### config.mk
export PLATFORM = sky130hd
export DESIGN_NAME = level_timer
export DESIGN_NICKNAME = d
export VERILOG_FILES = /design/src/rtl/level_timer.sv
export SDC_FILE = /design/constraint.sdc
export NUM_CORES = 1
export LEC_CHECK = 0
export ABC_CLOCK_PERIOD_IN_PS = 9700
export CAP_MARGIN = 20
export CORE_ASPECT_RATIO = 1.25
export CORE_UTILIZATION = 64
export DETAILED_ROUTE_END_ITERATION = 16
export PLACE_DENSITY_LB_ADDON = 0.15
export SLEW_MARGIN = 20
export SYNTH_ARGS = -nofsm -noshare
export SYNTH_HDL_FRONTEND = slang
export SYNTH_SLANG_ARGS = --single-unit
### constraint.sdc
create_clock -name clk -period 9.7 [get_ports clk]
set_clock_uncertainty 0.2 [all_clocks]
set_input_delay 1.455 -clock clk [delete_from_list [all_inputs] [get_ports clk]]
set_output_delay 1.455 -clock clk [all_outputs]
set_load 0.01 [all_outputs]
### src/rtl/level_timer.sv
// level_timer: per-level BCD countdown with low-time warning, one-cycle time_up and expiry.
// Optional feature macro TIMER_BONUS_EN: bonus_add adds BONUS_SEC (saturating at 99) in RUN/PAUSED.
module level_timer #(
  parameter int START_SEC = 60,
  parameter int WARN_SEC  = 10,
  parameter int BONUS_SEC = 5
) (
  input  logic       clk,
  input  logic       reset,
  input  logic       one_sec,
  input  logic       start,
  input  logic       pause,
  input  logic       bonus_add,
  output logic [3:0] tens,
  output logic [3:0] ones,
  output logic       running,
  output logic       warning,
  output logic       time_up,
  output logic       expired
);

  typedef enum logic [1:0] {S_IDLE, S_RUN, S_PAUSED, S_EXPIRED} state_t;

  localparam logic [7:0] L_START   = 8'(START_SEC);
  localparam logic [7:0] L_WARN    = 8'(WARN_SEC);
  localparam logic [7:0] L_BONUS   = 8'(BONUS_SEC);
  localparam logic [7:0] L_MAX     = 8'd99;
  localparam logic [3:0] L_START_T = 4'(START_SEC / 10);
  localparam logic [3:0] L_START_O = 4'(START_SEC % 10);

  state_t     r_state, w_nxt_state;
  logic [3:0] r_tens, r_ones;
  logic       r_running, r_warning, r_time_up, r_expired;
  logic [7:0] w_val, w_bonus_amt, w_tick_val, w_add_val, w_nxt_val;
  logic       w_bonus, w_nxt_time_up, w_nxt_warning;

`ifdef TIMER_BONUS_EN
  assign w_bonus = bonus_add;
`else
  logic w_unused_bonus;
  assign w_unused_bonus = bonus_add;
  assign w_bonus        = 1'b0;
`endif

  function automatic logic [7:0] f_sat(input logic [7:0] v);
    return (v > L_MAX) ? L_MAX : v;
  endfunction

  // Arithmetic is done in binary; digits are re-derived from the saturated result.
  assign w_val       = ({4'd0, r_tens} * 8'd10) + {4'd0, r_ones};
  assign w_bonus_amt = w_bonus ? L_BONUS : 8'd0;
  assign w_add_val   = f_sat(w_val + w_bonus_amt);
  assign w_tick_val  = f_sat(((one_sec && (w_val != 8'd0)) ? (w_val - 8'd1) : w_val) + w_bonus_amt);

  always_comb begin
    w_nxt_state   = r_state;
    w_nxt_val     = w_val;
    w_nxt_time_up = 1'b0;
    if (start) begin
      w_nxt_state = S_RUN;
      w_nxt_val   = L_START;
    end else begin
      case (r_state)
        S_RUN: begin
          if (pause) begin
            w_nxt_state = S_PAUSED;
            w_nxt_val   = w_add_val;
          end else begin
            w_nxt_val = w_tick_val;
            if (one_sec && (w_tick_val == 8'd0)) begin
              w_nxt_state   = S_EXPIRED;
              w_nxt_time_up = 1'b1;
            end
          end
        end
        S_PAUSED: begin
          w_nxt_val = w_add_val;
          if (!pause) w_nxt_state = S_RUN;
        end
        S_EXPIRED: w_nxt_val = 8'd0;
        default:   w_nxt_val = w_val;
      endcase
    end
    w_nxt_warning = ((w_nxt_state == S_RUN) || (w_nxt_state == S_PAUSED)) && (w_nxt_val <= L_WARN);
  end

  always_ff @(posedge clk) begin
    if (reset) begin
      r_state   <= S_IDLE;
      r_tens    <= L_START_T;
      r_ones    <= L_START_O;
      r_running <= 1'b0;
      r_warning <= 1'b0;
      r_time_up <= 1'b0;
      r_expired <= 1'b0;
    end else begin
      r_state   <= w_nxt_state;
      r_tens    <= 4'(w_nxt_val / 8'd10);
      r_ones    <= 4'(w_nxt_val % 8'd10);
      r_running <= (w_nxt_state == S_RUN);
      r_warning <= w_nxt_warning;
      r_time_up <= w_nxt_time_up;
      r_expired <= (w_nxt_state == S_EXPIRED);
    end
  end

  assign tens    = r_tens;
  assign ones    = r_ones;
  assign running = r_running;
  assign warning = r_warning;
  assign time_up = r_time_up;
  assign expired = r_expired;

endmodule
---- Yosys cells after proc, flatten, opt, wreduce, memory -nomap -nowiden ----
Cells that the tools add are included.
cells by class
  add/subtract/negate cells ............... 2
  multipliers ............................. 1
  multiplexer cells ....................... 12
  magnitude comparators ................... 3
  bitwise operators ....................... 1
  reduce and logical (&&, ||, !) cells .... 7
  equal/unequal tests ..................... 6
  divide/modulo/power cells ............... 2
operators by type and width
  cell                                                                             number
  8-bit two-way mux                                                                5
  8-bit case mux with 3 select lines                                               1
  8-bit by 7-bit greater-than comparator with 1-bit output, second input constant  2
  8-bit by 4-bit adder with 8-bit output                                           1
  8-bit by 4-bit divider with 8-bit output, second input constant                  1
  2-bit == test, second input constant                                             4
  8-bit by 4-bit <= comparator with 1-bit output, second input constant            1
  8-bit logical NOT                                                                1
  8-bit by 4-bit remainder unit with 8-bit output, second input constant           1
  2-bit two-way mux                                                                4
  8-bit nonzero test                                                               1
  8-bit by 1-bit subtractor with 8-bit output, second input constant               1
  4-bit by 3-bit multiplier with 7-bit output, second input constant               1
  2-bit by 1-bit == test with 1-bit output, second input constant                  2
  2-bit case mux with 2 select lines                                               1
  4-bit OR reduction                                                               1
  1-bit logical AND                                                                3
  1-bit logical OR                                                                 1
  1-bit two-way mux                                                                1
  1-bit inverter                                                                   1
storage, ports and cells
  register bits ........................... 14
  logic and storage cells ................. 41
  output and inout bits ................... 12

---- Logic depth before layout (Yosys ltp) ----
Gate-level depths: netlist of the first run.
  depth after elaboration ................. 16
  mapped depth ............................ 21
  gate-level depth less buffers ........... 20

---- Worst setup path after synthesis of the first run ----
No wires, ideal clock.
  path type ............................... reg-to-reg
  start ................................... register r_tens[1] (netlist: tens[1])
  end ..................................... register r_ones[2] (netlist: ones[2])
  required time ........................... 9397 ps
  path slack .............................. 4508 ps
  setup time .............................. 103 ps
  cell stages (with the launch flop) ...... 20
  arrival ................................. 4889 ps
  clock period less this slack ............ 5192 ps
  buffers on the path ..................... 1
  path through ............................ dfxtp_1 > ha_1 > ha_1 > inv_1 > fa_1 > nand2b_2 > nor3_4 > a41oi_2 > a211oi_2 > a221oi_2 > a2111oi_4 > a21oi_2 > or3_1 > a31o_1 > buf_2 > o21ai_1 > a22oi_1 > ha_1 > nor2b_1 > a2111oi_2
on the way
  longest elaborated chain between the ends .. 11
RTL lines
  item                                                                                                 line  source
  start, declared                                                                                      32    logic [3:0] r_tens, r_ones;
  start signal, assigned                                                                               98    r_tens <= 4'(w_nxt_val / 8'd10);
  4-bit by 3-bit multiplier with 7-bit output (*)                                                      50    assign w_val = ({4'd0, r_tens} * 8'd10) + {4'd0, r_ones};
  8-bit by 4-bit adder with 8-bit output (*)                                                           50
  parallel branches: the longest is 6 deep, another holds 8-bit by 1-bit subtractor with 8-bit output  --
  8-bit case mux with 3 select lines (*)                                                               63    case (r_state)
  8-bit two-way mux (*)                                                                                59    if (start) begin
  8-bit by 4-bit remainder unit with 8-bit output (*)                                                  99    r_ones <= 4'(w_nxt_val % 8'd10);
  end signal, assigned                                                                                 99
  end, declared                                                                                        32
Mark *: on every way between the ends.
A chain may end at the register's enable or synchronous reset.

---- Worst setup path in the final report of the first run ----
  start ................................... register r_tens[3] (netlist: tens[3])
  end ..................................... register r_ones[2] (netlist: ones[2])
The elaborated chain is that of the path after synthesis.

==> results by group, run 1 <==
Run status
  – Outcome: finished, final reports clean

Worst setup path
  – Crit Path Class: flop to flop
  – Critical Path Source Type: flop
  – Crit-path max FO: 12
  – CP most frequent cell: ha_1
  – Critical Path RT: 9.63 ns
  – Cell Chain, Critical Path: ha_1 > ha_1 > inv_1 > fa_1 > nand2b_2 > nor3_4 > a41oi_2 > a211oi_2 > a221oi_2 > a2111oi_4 > a21o_1 > mux2i_1 > a211oi_2 > and2_1 > a22oi_1 > ha_1 > nor2b_1 > a2111oi_2
  – Crit path DAT: 6.19 ns
  – CP delay by family, top: compound AO/OA/AOI/OAI gates
  – Slowest CP cell: a2111oi_4
  – Worst setup EP type: flop
  – Slowest stage delay, CP: 0.66 ns
  – CP bufs+invs: 1

Place
  – Final Wtd Congestion: 0.899
  – Post-place setup slack: 3.46 ns
  – Port-buffer cells: 16
  – Hpwl dp: 4510 µm
  – Placed Cells: 329

Pwr
  – Internal: 415 µW
  – Gate power share: 85.5%
  – Sw Ratio: 56.4%
  – Sequential Power Share: 8.5%
  – Pwr/cell area: 396 nW/µm²
  – Maximum VDD drop: 0.291 mV
  – Switching pwr: 537 µW
  – Clock network power share: 6.0%
  – Pleak: 0.000906 µW

Synth
  – Syn Area/Cell: 7.62 µm²
  – Sequential share of the synthesized area: 12.8%
  – Synth cell types: 68
  – Mapped Cells: 288
  – EDFF count, synth: 0
  – Async SR Flop Fraction: 0%
  – Yosys warns: 0
  – Synth Cell Area: 2200 µm²
  – FF+latch count, synth: 14
  – Synth Net Count: 312
  – Top_reg_cell synth: dfxtp_1

Routing
  – First-pass iteration count of the detailed router: 5
  – Drt wl/cell: 17.8 µm
  – Final ANT Viol Nets: 0
  – Drt total wl: 5930 µm
  – Via density: 6.82
  – DRT iter0 DRCs: 91
  – Total number of vias: 2271
  – DRC Markers: 0

Layout
  – Filler cells: 265
  – Finished Layout Cells: 333
  – Final antenna diode count: 0
  – Area Growth Syn to Fin: 9.57%
  – Multi-input gate area: 1800 µm²
  – Final #Nets: 321
  – Utilization after layout: 74.0%
  – Share of cells above drive strength 1: 9.12%
  – Register area: 280 µm²

Flow run
  – Max Cap Violations: 0

Timing
  – Slew HR: 41.4%
  – Final Max Slew Viols: 0
  – Worst slew pin tran: 0.878 ns
  – TNS Setup: 0 ns
  – RSZ-0062 raised after global routing: false
  – WHS: 0.632 ns
  – Final hold viol count: 0
  – Fin crit share: 64.6%
  – Fmax: 160 MHz
  – Period minus WS final: 6.26 ns
  – Setup-failing EPs final: 0
  – Worst Slack Setup Final: 3.44 ns

Floorplan
  – # IOs: 18
  – Core Rows: 23
  – Core Region: 3250 µm²
  – Die Height: 67.5 µm
  – Initial core utilization: 67.5%
  – Die X: 54.4 µm
  – Die Footprint: 3670 µm²

CTS
  – Sinks on the clock net: 14
  – Clock Path Buffers: 2
  – Clock root cell: clkbuf_8
  – Clk_lat worst skew: 0.25 ns
  – CTS tree: done
  – CTS Buf Count: 3
  – Post-CTS sizing: 0
  – Clk pin slew, worst setup/hold paths: 0.06 ns
  – Htree depth: 1
  – Hold buffer count at CTS: 0
  – Number of post-CTS setup repair buffers: 0

GRT
  – GRT Overall Usage: 33.2%
  – Initial antenna violation count: 0
  – Largest net degree at the start of global routing: 16
  – First-pass GRT wire length: 9000 µm
  – Grt total ovfl: 0
  – Vias in the first global route: 2030

Hold path
  – Worst Hold Class: flop to flop
-- final timing paths --
check	from	end	slack, ns	cells past startpoint
hold / removal	ones[0]	ones[0]	0.63	3
setup / recovery	tens[3]	ones[2]	3.44	18
setup reg to reg	tens[3]	ones[2]	3.44	18
hold reg to reg	ones[0]	ones[0]	0.63	3
-- tightest hold or removal path, delay by kind of cell, from the launching register on --
family,cells,cell delay (ns)
flip-flops,1,0.39
AO/OA/AOI/OAI,2,0.24
AND/OR/NAND/NOR,1,0.16
-- placed cells by master (no fill, tap or decap), types with 5 or more instances in the layout --
cell type / synthesis / final
a211o_1: 8 / 8
a21o_1: 7 / 7
a21oi_1: 16 / 16
a31oi_1: 6 / 6
and2_1: 5 / 5
clkdlybuf4s50_1: 0 / 16
dfxtp_1: 14 / 14
ha_1: 16 / 16
inv_1: 17 / 17
mux2i_1: 5 / 5
nand2_1: 27 / 27
nand2b_1: 10 / 10
nand3_1: 5 / 5
nor2_1: 21 / 21
nor2b_1: 7 / 7
o21ai_0: 14 / 14
or3_1: 6 / 6
-- sequential cells by signal, indices dropped and copies added (netlist names) --
name,count
tens,4
ones,4
running,1
time_up,1
expired,1
warning,1
r_state,2
-- Yosys cell counts (4+ instances only) --
cell type  instances  area [µm²]
a211o_1            8        70.1
a211oi_2           4        50.1
a21o_1             7        52.6
a21oi_1           16        80.1
a22oi_1            4        30.0
a31oi_1            6        37.5
and2_1             5        31.3
and3_1             4        25.0
buf_2              5        25.0
clkbuf_1           7        26.3
dfxtp_1           14         280
ha_1              16         200
inv_1             17        63.8
mux2i_1            5        50.1
nand2_1           27         101
nand2b_1          10        62.6
nand3_1            5        25.0
nor2_1            21        78.8
nor2b_1            7        43.8
nor3_1             4        20.0
o211ai_1           4        30.0
o21ai_0           14        70.1
o21ai_1            4        20.0
or3_1              6        37.5
-- per-layer routing --
metal  wire length (µm)  vias to the layer above  GRT usage, %
li1                   -                     1107             -
met1               2480                     1064          37.5
met2               3030                       88          60.2
met3                282                       12          4.95
met4                140                        0          12.8
met5                  0                        -             0
-- power by group through the flow --
stage	clock, µW	combinational (µW)	sequential, µW
CTS	56.8	803	80.8
detailed placement	0	798	82.0
global route	59.4	894	81.9
finish	56.9	815	80.8
floorplan	0	637	82.6
global placement	0	779	81.4
-- kinds of logic after synthesis --
group	synth area share, %
compound gates	39.3
simple gates	25.6
buf+inv	5.24
fa+ha+maj	11.4
flops	12.8
mux	3.30
xor+xnor	2.34
-- cell type report --
class                           instances  share of cell area (%)
Sequential cell                        14                    11.6
Clock buffer                            4                    2.29
Tap cell                               37                    1.92
Inverter                               17                    2.65
Multi-Input combinational cell        245                    74.8
Timing Repair Buffer                   16                    6.66
-- stage by stage --
step,power [µW],area [µm²]
floorplan,719,2200
global placement,860,2350
detailed placement,880,2350
CTS,941,2410
global route,1030,2410
finish,953,2410
Note: power is estimated with default switching activity, not from simulation.
==> run 2: changes to the inputs <==
- ABC_CLOCK_PERIOD_IN_PS: 9700 -> 6400
- CORE_UTILIZATION: 64 -> 59
- clock period: 9.7 -> 6.4 ns (I/O delays scaled with it)
==> results by group, run 2 (synthesized netlist as in run 1, its figures left out) <==
Pwr
  – Total power: 1430 µW
  – Pleak: 0.000920 µW
  – Maximum VDD drop: 0.457 mV
  – Pwr/cell area: 590 nW/µm²

Layout
  – Share of cells above drive strength 1: 10.0%
  – Final antenna diode count: 0
  – Filler cells: 305
  – Most frequent cells in the layout: nand2_1, nor2_1, inv_1
  – Most common cell after layout, fill and taps aside: nand2_1
  – Finished Cell Area: 2420 µm²
  – Area Growth Syn to Fin: 10.4%
  – Final #Nets: 325

GRT
  – GRT Overall Usage: 27.9%
  – First-pass GRT wire length: 9090 µm
  – Met2 GRT Util: 51.0%
  – Grt total ovfl: 0
  – GR Layer Usage met3: 2.78%
  – Met1 Use GR: 33.2%
  – Gr busiest metal: met2
  – Vias in the first global route: 2096
  – Largest net degree at the start of global routing: 16
  – Initial antenna violation count: 0

Routing
  – Drt wl/cell: 16.2 µm
  – First-pass iteration count of the detailed router: 4
  – Drt total wl: 5470 µm
  – DRC Markers: 0
  – Total number of vias: 2211
  – Final ANT Viol Nets: 0
  – DRT iter0 DRCs: 138
  – Via density: 6.54

Floorplan
  – Core Region: 3510 µm²
  – Die X: 56.6 µm
  – # IOs: 18
  – Core Rows: 24
  – Die Footprint: 3970 µm²
  – Initial core utilization: 62.5%
  – Die Height: 70.2 µm

Flow run
  – Max Cap Violations: 0

Worst setup path
  – Crit path DAT: 5.68 ns
  – Critical Path RT: 6.34 ns
  – Critical Path Source Type: flop
  – Crit Path Class: flop to flop
  – Worst setup EP type: flop
  – Crit-path max FO: 11

Timing
  – Setup-failing EPs final: 0
  – Final hold viol count: 0
  – RSZ-0062 raised after global routing: false
  – WHS: 0.577 ns
  – Fmax: 174 MHz
  – Slew HR: 58.1%
  – Final Max Slew Viols: 0
  – TNS Setup: 0 ns
  – Period minus WS final: 5.73 ns
  – Worst slew pin tran: 0.628 ns
  – Fin crit share: 89.6%
  – Worst Slack Setup Final: 0.666 ns

CTS
  – Sinks on the clock net: 14
  – Hold buffer count at CTS: 0
  – Htree depth: 1
  – Clock Path Buffers: 2
  – Post-CTS sizing: 0
  – Clk_lat worst skew: 0.24 ns
  – Number of post-CTS setup repair buffers: 0
  – CTS tree: done
  – Clock root cell: clkbuf_8
  – Clk pin slew, worst setup/hold paths: 0.06 ns
  – CTS Buf Count: 3

Place
  – Post-DP Area: 2380 µm²
  – Hpwl dp: 4350 µm
  – Port-buffer cells: 16
  – Post-place setup slack: 0.724 ns
  – Final Wtd Congestion: 0.895

Run status
  – Outcome: finished, final reports clean

Hold path
  – Worst Hold Class: flop to flop
==> run 2: cell types whose count changed in the layout (fill, tap and decap cells not counted) <==
cell / change
buf_4: +4
clkbuf_8: -1
==> run 2: where the power goes <==
group / total [µW] / internal, µW / switching (µW)
Sequential: 119 / 105 / 13.5
Clock: 72.3 / 41.6 / 30.6
Combinational: 1240 / 485 / 755
==> run 2: area by class of cell <==
cell class                 count  area [µm²]  share of cell area, %
clock buffer                   3        41.3                   1.70
timing repair buffer          20         190                   7.84
tap                           39        48.8                   2.01
sequential                    14         280                   11.6
inverter                      17        63.8                   2.63
multi-input combinational    245        1800                   74.3
==> run 2: worst paths after layout <==
check / from / endpoint / slack [ns] / depth (start not counted)
setup / recovery: tens[1] / ones[2] / 0.67 / 18
hold / removal: r_state[1] / r_state[1] / 0.58 / 4
setup reg to reg: tens[1] / ones[2] / 0.67 / 18
hold reg to reg: r_state[1] / r_state[1] / 0.58 / 4
==> run 2: metal layers <==
metal / share of wire, % / vias up
met4: 2.0 / 0
met1: 44 / 1032
met3: 3.3 / 12
met2: 51 / 53
li1: - / 1114
met5: 0 / -
==> run 2: worst max-delay path: stages (launching register included) <==
cell	delay [ns]
dfxtp_1	0.34
ha_1	0.30
ha_1	0.21
inv_1	0.07
fa_1	0.45
nand2b_2	0.26
nor3_4	0.32
a41oi_2	0.27
a211oi_2	0.39
a221oi_2	0.10
a2111oi_4	0.66
a21oi_2	0.25
or3_1	0.40
a31o_1	0.35
o21ai_1	0.14
a22oi_1	0.11
ha_1	0.32
nor2b_1	0.15
a2111oi_2	0.33
==> run 2: stage by stage <==
stage | util [%] | cells
CTS | 69.0 | 338
floorplan | - | 288
finish | 69.0 | 338
detailed placement | 67.8 | 335
global route | 69.0 | 338
global placement | 67.8 | 335
==> run 3: changes to the inputs <==
- CORE_ASPECT_RATIO: 1.25 -> 1.2
- CTS_CLUSTER_SIZE: default -> 30
==> results by group, run 3 (synthesized netlist as in run 1, its figures left out) <==
Layout
  – Share of cells above drive strength 1: 10.0%
  – Area Growth Syn to Fin: 10.6%
  – Filler cells: 294
  – Finished Layout Cells: 336
  – Most common cell after layout, fill and taps aside: nand2_1
  – Most frequent cells in the layout: nand2_1, nor2_1, inv_1
  – Finished Cell Area: 2430 µm²
  – Final antenna diode count: 0
  – Final #Nets: 324

Hold path
  – Worst Hold Class: flop to flop

Place
  – Final Wtd Congestion: 0.947
  – Post-DP Area: 2370 µm²
  – Hpwl dp: 4450 µm
  – Placed Cells: 332
  – Port-buffer cells: 16

Timing
  – Fin crit share: 89.0%
  – Slew HR: 56.4%
  – Setup-failing EPs final: 0
  – Worst slew pin tran: 0.655 ns
  – Fmax: 176 MHz
  – Final Max Slew Viols: 0
  – TNS Setup: 0 ns
  – Final hold viol count: 0
  – Period minus WS final: 5.70 ns
  – RSZ-0062 raised after global routing: false
  – WHS: 0.593 ns

Flow run
  – Max Cap Violations: 0

CTS
  – Sinks on the clock net: 14
  – Htree depth: 1
  – CTS tree: done
  – Number of post-CTS setup repair buffers: 0
  – CTS Buf Count: 3
  – Clk pin slew, worst setup/hold paths: 0.06 ns
  – Clk_lat worst skew: 0.25 ns
  – Clock Path Buffers: 2
  – Post-CTS sizing: 0
  – Hold buffer count at CTS: 0
  – Clock root cell: clkbuf_8

Routing
  – DRC Markers: 0
  – Total number of vias: 2242
  – Via density: 6.67
  – First-pass iteration count of the detailed router: 7
  – Drt wl/cell: 16.9 µm
  – Final ANT Viol Nets: 0
  – Drt total wl: 5670 µm
  – DRT iter0 DRCs: 166

GRT
  – Initial antenna violation count: 0
  – Grt total ovfl: 0
  – GRT Overall Usage: 29.3%
  – First-pass GRT wire length: 9100 µm
  – Largest net degree at the start of global routing: 16
  – Vias in the first global route: 1934

Pwr
  – Gate power share: 85.7%
  – Switching pwr: 799 µW
  – Clock network power share: 6.0%
  – Pleak: 0.000922 µW
  – Maximum VDD drop: 0.364 mV
  – Sw Ratio: 55.5%
  – Internal: 642 µW
  – Sequential Power Share: 8.4%
  – Total power: 1440 µW
  – Pwr/cell area: 593 nW/µm²

Floorplan
  – # IOs: 18
  – Core Region: 3450 µm²
  – Initial core utilization: 63.6%
  – Die Footprint: 3970 µm²
  – Die Height: 68.8 µm
  – Die X: 57.7 µm
  – Core Rows: 23

Worst setup path
  – Crit-path max FO: 12
  – Crit Path Class: flop to flop
  – Crit path DAT: 5.64 ns
  – Critical Path RT: 6.34 ns
  – R2R Setup Slk: 0.70 ns
  – Critical Path Source Type: flop
  – Worst setup EP type: flop

Run status
  – Outcome: finished, final reports clean
-- run 3: layout make-up --
class / count / area, µm² / share of cell area (%)
multi-input cells: 245 / 1800 / 74.1
flip-flops and latches: 14 / 280 / 11.5
repair buffers: 19 / 183 / 7.52
inverters: 17 / 63.8 / 2.63
clock buffers: 4 / 55.1 / 2.27
well taps: 37 / 46.3 / 1.91
-- run 3: routing by layer --
layer / track usage, % / routed length [µm] / vias to the layer above
li1: - / - / 1118
met1: 36.6 / 2510 / 1037
met2: 54.1 / 2830 / 72
met3: 1.49 / 178 / 15
met4: 10.1 / 150 / 0
met5: 0 / 0 / -
-- run 3: path summary, 6_finish.rpt --
| check | endpoint | cells past startpoint | from |
|---|---|---|---|
| max | ones[2] | 19 | tens[1] |
| min | r_state[0] | 3 | r_state[0] |
| max reg2reg | ones[2] | 19 | tens[1] |
| min reg2reg | r_state[0] | 3 | r_state[0] |
-- run 3: critical path, stage by stage (launching register included) --
cell and delay (ns):
dfxtp_1 0.33, ha_1 0.30, ha_1 0.22, inv_1 0.07, fa_1 0.46, nand2b_2 0.27, nor3_4 0.32, a41oi_2 0.24
a211oi_2 0.39, a221oi_2 0.09, a2111oi_4 0.65, a211oi_1 0.16, a2111oi_1 0.53, a211oi_2 0.09, buf_4 0.20, and2_1 0.16
a22oi_1 0.14, ha_1 0.27, nor2b_1 0.14, a2111oi_2 0.35
-- run 3: per-stage QoR --
stage	setup slack [ns]	utilization [%]
detailed placement	0.719	68.7
global placement	0.844	68.7
global route	0.369	70.3
floorplan	1.21	-
CTS	0.707	70.3
finish	0.703	70.3
-- run 3: power groups by stage --
stage	Sequential (µW)	Clock [µW]	Combinational (µW)
6_report	121	85.9	1230
5_1_grt	123	90.7	1360
4_1_cts	121	86.9	1220
3_5_place_dp	122	0	1210
3_3_place_gp	121	0	1190
2_1_floorplan	125	0	965
